`src/rtl/alu_result_display.sv`:
```
// Consumer end of the ALU result path: latches a result over valid/ready and
// scans it onto a two-digit multiplexed hex 7-segment display (dp = carry).
module alu_result_display #(
    parameter int unsigned SCAN_DIV     = 1024,
    parameter int unsigned HOLD_CYCLES  = 4096,
    parameter bit          COMMON_ANODE = 1'b0
) (
    input  logic       clk,
    input  logic       rst_n,
    input  logic       clr,
    input  logic       res_valid,
    output logic       res_ready,
    input  logic [7:0] res_data,
    input  logic       res_cout,
    output logic [6:0] seg,
    output logic       dp,
    output logic [1:0] dig_en
);

    localparam int unsigned PRESC_W = $clog2(SCAN_DIV);
    localparam int unsigned HOLD_W  = (HOLD_CYCLES > 1) ? $clog2(HOLD_CYCLES) : 1;

    localparam logic [PRESC_W-1:0] PRESC_MAX = PRESC_W'(SCAN_DIV - 1);
    localparam logic [HOLD_W-1:0]  HOLD_INIT = HOLD_W'(HOLD_CYCLES - 1);

    // Display-off levels double as the polarity masks for lit values.
    localparam logic [6:0] SEG_OFF = COMMON_ANODE ? 7'h7F : 7'h00;
    localparam logic       DP_OFF  = COMMON_ANODE;
    localparam logic [1:0] EN_OFF  = COMMON_ANODE ? 2'b11 : 2'b00;

    typedef enum logic {
        ST_BLANK = 1'b0,
        ST_SHOW  = 1'b1
    } state_t;

    state_t               r_state;
    logic                 r_ready;
    logic [7:0]           r_data;
    logic                 r_cout;
    logic [PRESC_W-1:0]   r_presc;
    logic                 r_digit;
    logic [HOLD_W-1:0]    r_hold;
    logic [6:0]           r_seg;
    logic                 r_dp;
    logic [1:0]           r_dig_en;

    logic                 w_accept;
    logic [3:0]           w_nibble;
    logic [6:0]           w_hex;
    logic [6:0]           w_seg_nx;
    logic                 w_dp_nx;
    logic [1:0]           w_en_nx;

    assign w_accept = res_valid & r_ready & ~clr;
    assign w_nibble = r_digit ? r_data[7:4] : r_data[3:0];

    // Active-high hex glyphs, segment order {g,f,e,d,c,b,a}.
    always_comb begin
        w_hex = 7'h00;
        case (w_nibble)
            4'h0: w_hex = 7'h3F;
            4'h1: w_hex = 7'h06;
            4'h2: w_hex = 7'h5B;
            4'h3: w_hex = 7'h4F;
            4'h4: w_hex = 7'h66;
            4'h5: w_hex = 7'h6D;
            4'h6: w_hex = 7'h7D;
            4'h7: w_hex = 7'h07;
            4'h8: w_hex = 7'h7F;
            4'h9: w_hex = 7'h6F;
            4'hA: w_hex = 7'h77;
            4'hB: w_hex = 7'h7C;
            4'hC: w_hex = 7'h39;
            4'hD: w_hex = 7'h5E;
            4'hE: w_hex = 7'h79;
            4'hF: w_hex = 7'h71;
            default: w_hex = 7'h00;
        endcase
    end

    // Next display drive from the current digit and latched value.
    always_comb begin
        w_seg_nx = SEG_OFF;
        w_dp_nx  = DP_OFF;
        w_en_nx  = EN_OFF;
        if (r_state == ST_SHOW) begin
            w_seg_nx = w_hex ^ SEG_OFF;
            w_dp_nx  = (r_digit & r_cout) ^ DP_OFF;
            w_en_nx  = (r_digit ? 2'b10 : 2'b01) ^ EN_OFF;
        end
    end

    always_ff @(posedge clk or negedge rst_n) begin
        if (!rst_n) begin
            r_state  <= ST_BLANK;
            r_ready  <= 1'b1;
            r_data   <= 8'h00;
            r_cout   <= 1'b0;
            r_presc  <= '0;
            r_digit  <= 1'b0;
            r_hold   <= '0;
            r_seg    <= SEG_OFF;
            r_dp     <= DP_OFF;
            r_dig_en <= EN_OFF;
        end else if (clr) begin
            r_state  <= ST_BLANK;
            r_ready  <= 1'b1;
            r_data   <= 8'h00;
            r_cout   <= 1'b0;
            r_presc  <= '0;
            r_digit  <= 1'b0;
            r_hold   <= '0;
            r_seg    <= SEG_OFF;
            r_dp     <= DP_OFF;
            r_dig_en <= EN_OFF;
        end else begin
            r_seg    <= w_seg_nx;
            r_dp     <= w_dp_nx;
            r_dig_en <= w_en_nx;

            // Hold window keeps each accepted result on display for a while.
            if (w_accept) begin
                r_data  <= res_data;
                r_cout  <= res_cout;
                r_state <= ST_SHOW;
                r_hold  <= HOLD_INIT;
                r_ready <= 1'b0;
            end else if (!r_ready) begin
                if (r_hold == '0) begin
                    r_ready <= 1'b1;
                end else begin
                    r_hold <= r_hold - HOLD_W'(1);
                end
            end

            // Scan phase free-runs in SHOW; a new accept does not restart it.
            if (r_state == ST_SHOW) begin
                if (r_presc == PRESC_MAX) begin
                    r_presc <= '0;
                    r_digit <= ~r_digit;
                end else begin
                    r_presc <= r_presc + PRESC_W'(1);
                end
            end else begin
                r_presc <= '0;
                r_digit <= 1'b0;
            end
        end
    end

    assign res_ready = r_ready;
    assign seg       = r_seg;
    assign dp        = r_dp;
    assign dig_en    = r_dig_en;

endmodule

```
`config.mk`:
```
export PLATFORM = sky130hd
export DESIGN_NAME = alu_result_display
export DESIGN_NICKNAME = d
export VERILOG_FILES = /design/src/rtl/alu_result_display.sv
export SDC_FILE = /design/constraint.sdc
export NUM_CORES = 1
export LEC_CHECK = 0
export CAP_MARGIN = 0
export CORE_ASPECT_RATIO = 0.8
export CORE_MARGIN = 3
export CORE_UTILIZATION = 30
export CTS_CLUSTER_DIAMETER = 120
export DETAILED_ROUTE_END_ITERATION = 8
export HOLD_SLACK_MARGIN = 0.15
export SLEW_MARGIN = 20
export SYNTH_ARGS = -nofsm -noshare
export SYNTH_HDL_FRONTEND = slang
export SYNTH_SLANG_ARGS = --single-unit
```
`constraint.sdc`:
```
create_clock -name clk -period 2.16 [get_ports clk]
set_clock_uncertainty 0.1 [all_clocks]
set_input_delay 0.432 -clock clk [delete_from_list [all_inputs] [get_ports clk]]
set_output_delay 0.432 -clock clk [all_outputs]
set_load 0.01 [all_outputs]
```
Yosys cells after proc, flatten, opt, wreduce, memory -nomap -nowiden
Memory sizes are Yosys's and may differ from the RTL's.
Index checks and enable logic that the tools add are counted.
- shift-type cells: 0
- magnitude comparators: 0
- bitwise gates (word level): 5
- eq/ne operators: 4
- divide/modulo/power cells: 0
- reduce and logical (&&, ||, !) cells: 3
- add/subtract/negate cells: 2
- multipliers: 0
- muxes and demuxes: 28
- operator list (cell ; number):
    two-way mux 12 bit ; 4
    two-way mux 10 bit ; 3
    two-way mux 8 bit ; 2
    two-way mux 7 bit ; 2
    two-way mux 1 bit ; 13
    zero test 12 bit ; 1
    subtractor 12 x 1 -> 12 bit (second input constant) ; 1
    adder 10 x 1 -> 10 bit (second input constant) ; 1
    == test 10 bit (second input constant) ; 1
    two-way mux 2 bit ; 3
    inequality test 3 x 2 -> 1 bit (second input constant) ; 2
    two-way mux 4 bit ; 1
    AND 1 bit ; 3
    inequality test 3 bit (second input constant) ; 1
    inverter 1 bit ; 2
    AND reduction 2 bit ; 1
    nonzero test 2 bit ; 1
- memory bits (writable): 0
- memories: 1
- latch bits: 0
- bits of input ports: 13
- output and inout port bits: 11
- flip-flop bits (word level): 44
- ROM bits: 112
- memories (name ; words ; bits a word ; rd ports ; clocked after Yosys merged registers in ; wr ports ; RTL line ; RTL):
    (no name shown) ; 16 ; 7 ; 1 ; 0 ; 0 ; 60 ; case (w_nibble)

Logic depth before layout (Yosys ltp)
Gate-level depths: netlist of run 1.
- word-level depth: 5
- depth in mapped cells: 7
- depth with buffers taken out: 6

Least setup slack after synthesis of run 1
No wires, ideal clock.
- kind: register to register
- start: reg r_hold[0]
- end: reg r_hold[1]
- stages on the path, launching flop included: 7
- period minus slack after synthesis: 2.292 ns
- required time: 1.956 ns
- arrival time: 2.089 ns
- library setup time: 0.104 ns
- slack: -0.132 ns
- path through: dfrtp_1 -> inv_1 -> ha_1 -> or4b_4 -> nor4_4 -> mux2_2 -> a221oi_1
- cells in the longest elaborated chain, start to end: 5
- elaborated cells between the ends (all ways): 8
- classes of those cells: add/sub (1); eq/ne (1); mux (4); reduce/logical (2)
- RTL lines (item ; RTL line ; RTL):
    start: declaration ; 42 ; logic [HOLD_W-1:0] r_hold;
    start signal: assignment ; 132 ; r_hold <= r_hold - HOLD_W'(1);
    subtractor 12 x 1 -> 12 bit ; 132 ;
    two-way mux 12 bit ; 129 ; if (r_hold == '0) begin
    two-way mux 12 bit ; 128 ; end else if (!r_ready) begin
    two-way mux 12 bit ; 122 ; if (w_accept) begin
    two-way mux 12 bit ; 105 ; end else if (clr) begin
Several ways; a longest one is shown, not always the timed one. The select of a mux whose other input is x is not followed.
A chain may end at the register's enable or synchronous reset.

Final worst setup path of run 1
- start: reg r_hold[1]
- end: reg r_hold[11]
Same word-level chain as after synthesis.

==> results of run 1 <==
placed cells by master (no fill, tap or decap), types with 4 or more instances in the layout:
| cell type | synthesis | final |
|---|---|---|
| sky130_fd_sc_hd__or4_1 | 5 | 4 |
| sky130_fd_sc_hd__a211oi_1 | 4 | 4 |
| sky130_fd_sc_hd__dfrtp_1 | 43 | 43 |
| sky130_fd_sc_hd__ha_1 | 9 | 8 |
| sky130_fd_sc_hd__nor3_1 | 8 | 8 |
| sky130_fd_sc_hd__clkdlybuf4s50_1 | 0 | 22 |
| sky130_fd_sc_hd__nor4_1 | 6 | 6 |
| sky130_fd_sc_hd__nand2_1 | 28 | 28 |
| sky130_fd_sc_hd__a21oi_1 | 14 | 14 |
| sky130_fd_sc_hd__xnor2_1 | 5 | 5 |
| sky130_fd_sc_hd__nor2_1 | 24 | 24 |
| sky130_fd_sc_hd__o21ai_0 | 9 | 9 |
| sky130_fd_sc_hd__clkbuf_8 | 0 | 5 |
| sky130_fd_sc_hd__nor2b_1 | 4 | 4 |
| sky130_fd_sc_hd__inv_1 | 6 | 4 |
| sky130_fd_sc_hd__xor2_1 | 5 | 5 |
| sky130_fd_sc_hd__nand3_1 | 10 | 10 |
| sky130_fd_sc_hd__a221oi_1 | 5 | 4 |
| sky130_fd_sc_hd__buf_4 | 0 | 29 |
layer usage:
layer / routed length, um / global-route usage, % / part of all wire (%)
met3: 281 / 2.662 / 5.1
met1: 2938 / 19.30 / 53
met4: 27 / 3.576 / 0.49
met5: 0 / 0 / 0
met2: 2288 / 17.71 / 41
through the flow:
step	cells	setup slack, ns	util [%]
6_report	399	-0.02081	40.64
5_1_grt	399	-0.07363	40.64
4_1_cts	396	-0.04161	40.07
3_5_place_dp	387	-0.08879	38.32
3_3_place_gp	387	-0.02572	38.32
2_1_floorplan	243	-0.04947	-
report_power, final:
part	switching [mW]	internal, mW
Clock	0.313	0.349
Sequential	0.0638	0.879
Combinational	0.219	0.215
Total	0.596	1.44
worst max-delay path, delay by kind of cell, from the launching register on:
kind / cells / cell delay, ns
DFF: 1 / 0.40
and+or+nand+nor: 3 / 1.12
AOI/OAI and AO/OA: 1 / 0.22
buffers and inverters: 1 / 0.10
adders and majority gates: 1 / 0.14
final cells by class:
cell class,count,area [um^2]
timing repair buffer,54,464.2
clock inverter,3,46.29
clock buffer,5,68.82
fill,790,4451
multi-input combinational,182,1211
tap,105,131.4
inverter,6,22.52
sequential,44,1102
sequential cells by signal, indices dropped and copies added, names as in the netlist:
name / count
r_cout: 1
dig_en: 2
dp: 1
r_digit: 1
res_ready: 1
r_hold: 12
r_data: 8
r_state: 1
r_presc: 10
seg: 7
timing repair:
action | 4_1_cts | 5_1_grt
hold buffers | 1 | 0
pin swaps | 4 | 5
setup buffers | 0 | 3
endpoints found under the hold margin | 12 | 0
gates resized for setup | 1 | 6
cloned | 0 | 0
setup endpoints to repair | 3 | 11
kinds of logic (layout without fill, tap and decap cells):
group	count (synthesis)	count (layout)	share of synthesized area [%]
multiplexers	7	7	3.198
XOR/XNOR	10	10	3.731
adder cells (fa/ha/maj)	9	9	4.798
AO/OA/AOI/OAI	46	46	13.33
buffers and inverters	17	68	3.092
flip-flops	44	44	46.96
AND/OR/NAND/NOR	110	110	24.89
how the worst min path moves through the flow:
| stage | from | end |
|---|---|---|
| 2_1_floorplan | rst_n | dig_en[0]$_DFF_PN0_ |
| 3_3_place_gp | rst_n | r_presc[5]$_DFF_PN0_ |
| 6_report | r_presc[0]$_DFF_PN0_ | r_presc[0]$_DFF_PN0_ |
| 4_1_cts | r_presc[0]$_DFF_PN0_ | r_presc[0]$_DFF_PN0_ |
| 5_1_grt | r_presc[0]$_DFF_PN0_ | r_presc[0]$_DFF_PN0_ |
| 3_5_place_dp | rst_n | r_presc[5]$_DFF_PN0_ |
==> impl_metrics.json, run 1 <==
{
  "timing_worst_setup_path_type": "register to register",
  "ff2ff_setup_slack_ns": -0.02,
  "async_reset_ff_share_pct": 100.0,
  "crit_path_cell_trace": "inv_2 > ha_4 > or4b_4 > or4_4 > a311oi_2 > nor2_1",
  "max_cap_viol_count": 0,
  "violations": "negative setup slack",
  "grtUsageTotal_pct": 12.57,
  "grt_first_pass_wirelength_um": 9032,
  "setup_total_negative_slack_ns": -0.02793,
  "synthTopCellsByCount": "sky130_fd_sc_hd__dfrtp_1 (43), sky130_fd_sc_hd__nand2_1 (28), sky130_fd_sc_hd__nor2_1 (24), sky130_fd_sc_hd__a21oi_1 (14), sky130_fd_sc_hd__nand3_1 (10)",
  "tritoncts": "done",
  "final_wirelength_um": 5535,
  "synth.most_common_cell": "sky130_fd_sc_hd__dfrtp_1",
  "syn_to_final_growth_pct": 29.80,
  "routed-via-count": 1987,
  "antenna_found_initial": 0,
  "report.power.total_mw": 2.039,
  "drt_drc_violations_left": 0,
  "diodes": 0,
  "grt_max_degree": 24,
  "fp.dieH_um": 85.12,
  "initial_utilization_pct": 31.31,
  "synth.ff_latch_count": 44,
  "r2r_end": "r_hold[11]$_DFFE_PN0P_",
  "number_of_enable_type_register_cells_in_the_synthesized_netlist": 0,
  "result_of_the_run": "complete, but fails checks",
  "worst_slack_ns": -0.02081,
  "cell_variety_after_synth": 49,
  "drt-vias-per-instance": 4.980,
  "setup_viol": 3,
  "fmaxAchievable_mhz": 458.5,
  "drv_slew": 0,
  "synth_top_cells_by_area": "sky130_fd_sc_hd__dfrtp_1 (46%), sky130_fd_sc_hd__ha_1 (4.8%), sky130_fd_sc_hd__nand2_1 (4.5%), sky130_fd_sc_hd__nor2_1 (3.8%), sky130_fd_sc_hd__a21oi_1 (3.0%)",
  "placedInstanceArea_um2": 2873,
  "r2r_start": "r_hold[1]$_DFFE_PN0P_",
  "drt_iter0_markers": 107,
  "peakVddDrop_v": 0.0002351,
  "endpoint_of_the_most_critical_setup_path": "r_hold[11]$_DFFE_PN0P_",
  "rsz0062_at_grt": "true",
  "wire_per_inst_um": 13.87,
  "grt_remaining_overflow": 0,
  "post-route-min-period_ns": 2.181,
  "rows": 28,
  "synth.net_count": 265,
  "insertion_delay_ns": 0.31,
  "drt.antenna.violating_nets": 0,
  "floorplan.die_area_um2": 8928,
  "critical_path_arrival_ns": 2.27,
  "core_area_um2": 7497,
  "cts_htree_levels": 2,
  "clk_transition_reported_paths_ns": 0.10,
  "leakagePower_nw": 1.289,
  "seq_area_frac_synth_pct": 46.96,
  "yosysWarningCount": 0,
  "critical_path.endpoint_type": "register",
  "cts_root_buf": "sky130_fd_sc_hd__clkbuf_8",
  "crit_path_max_incr_delay_ns": 0.57,
  "die_width_um": 104.9,
  "fin_nets": 315,
  "min_delay_path_depth": 1,
  "first_pass_iters": 4,
  "syn_avg_cell_area_um2": 9.659,
  "hold_violations": 0,
  "grt_pass1_vias": 1823,
  "portBuffers": 23,
  "critical_path_start_type": "register",
  "timing.critical_path.required_ns": 2.25,
  "fraction_of_final_layout_cells_sized_beyond_drive_strength_1_pct": 19.73,
  "pwr_density_cell_nw_per_um2": 669.2,
  "slowest_stage": "sky130_fd_sc_hd__or4_4",
  "netlist.area_leader.share_pct": 45.84,
  "hpwlAfterDp_um": 3999,
  "slew_headroom_pct": 60.54,
  "hold_ws_ns": 0.3897,
  "final_area_um2": 3047,
  "synthesis.area_um2": 2347,
  "hold_path_class": "register to register",
  "tightestPinTransition_ns": 0.5897,
  "reg2reg_depth": 6,
  "io_pins": 24,
  "max_buffers_root_to_sink": 2,
  "cts-buffers-inserted": 5,
  "yosys_most_used_dff": "sky130_fd_sc_hd__dfrtp_1",
  "timing.critical_path.from": "r_hold[1]$_DFFE_PN0P_",
  "place_congestion": 0.8664,
  "synth_top_area_cell": "sky130_fd_sc_hd__dfrtp_1",
  "final.period_utilization_pct": 101.0,
  "clkSinkCount": 44,
  "critPathMaxFanout": 8,
  "synthCells": 243
}
No activity file was read; power rests on OpenSTA's default activity.
==> run 2: changes to the inputs <==
Settings changed: HOLD_SLACK_MARGIN 0.15 to 0.08.
==> results of run 2 <==
Final layout, timing and power as in run 1 (identical DEF).
==> run 3: changes to the inputs <==
Settings changed: GPL_TIMING_DRIVEN set to 1.
==> results of run 3 <==
Final layout, timing and power as in run 1 (identical DEF).
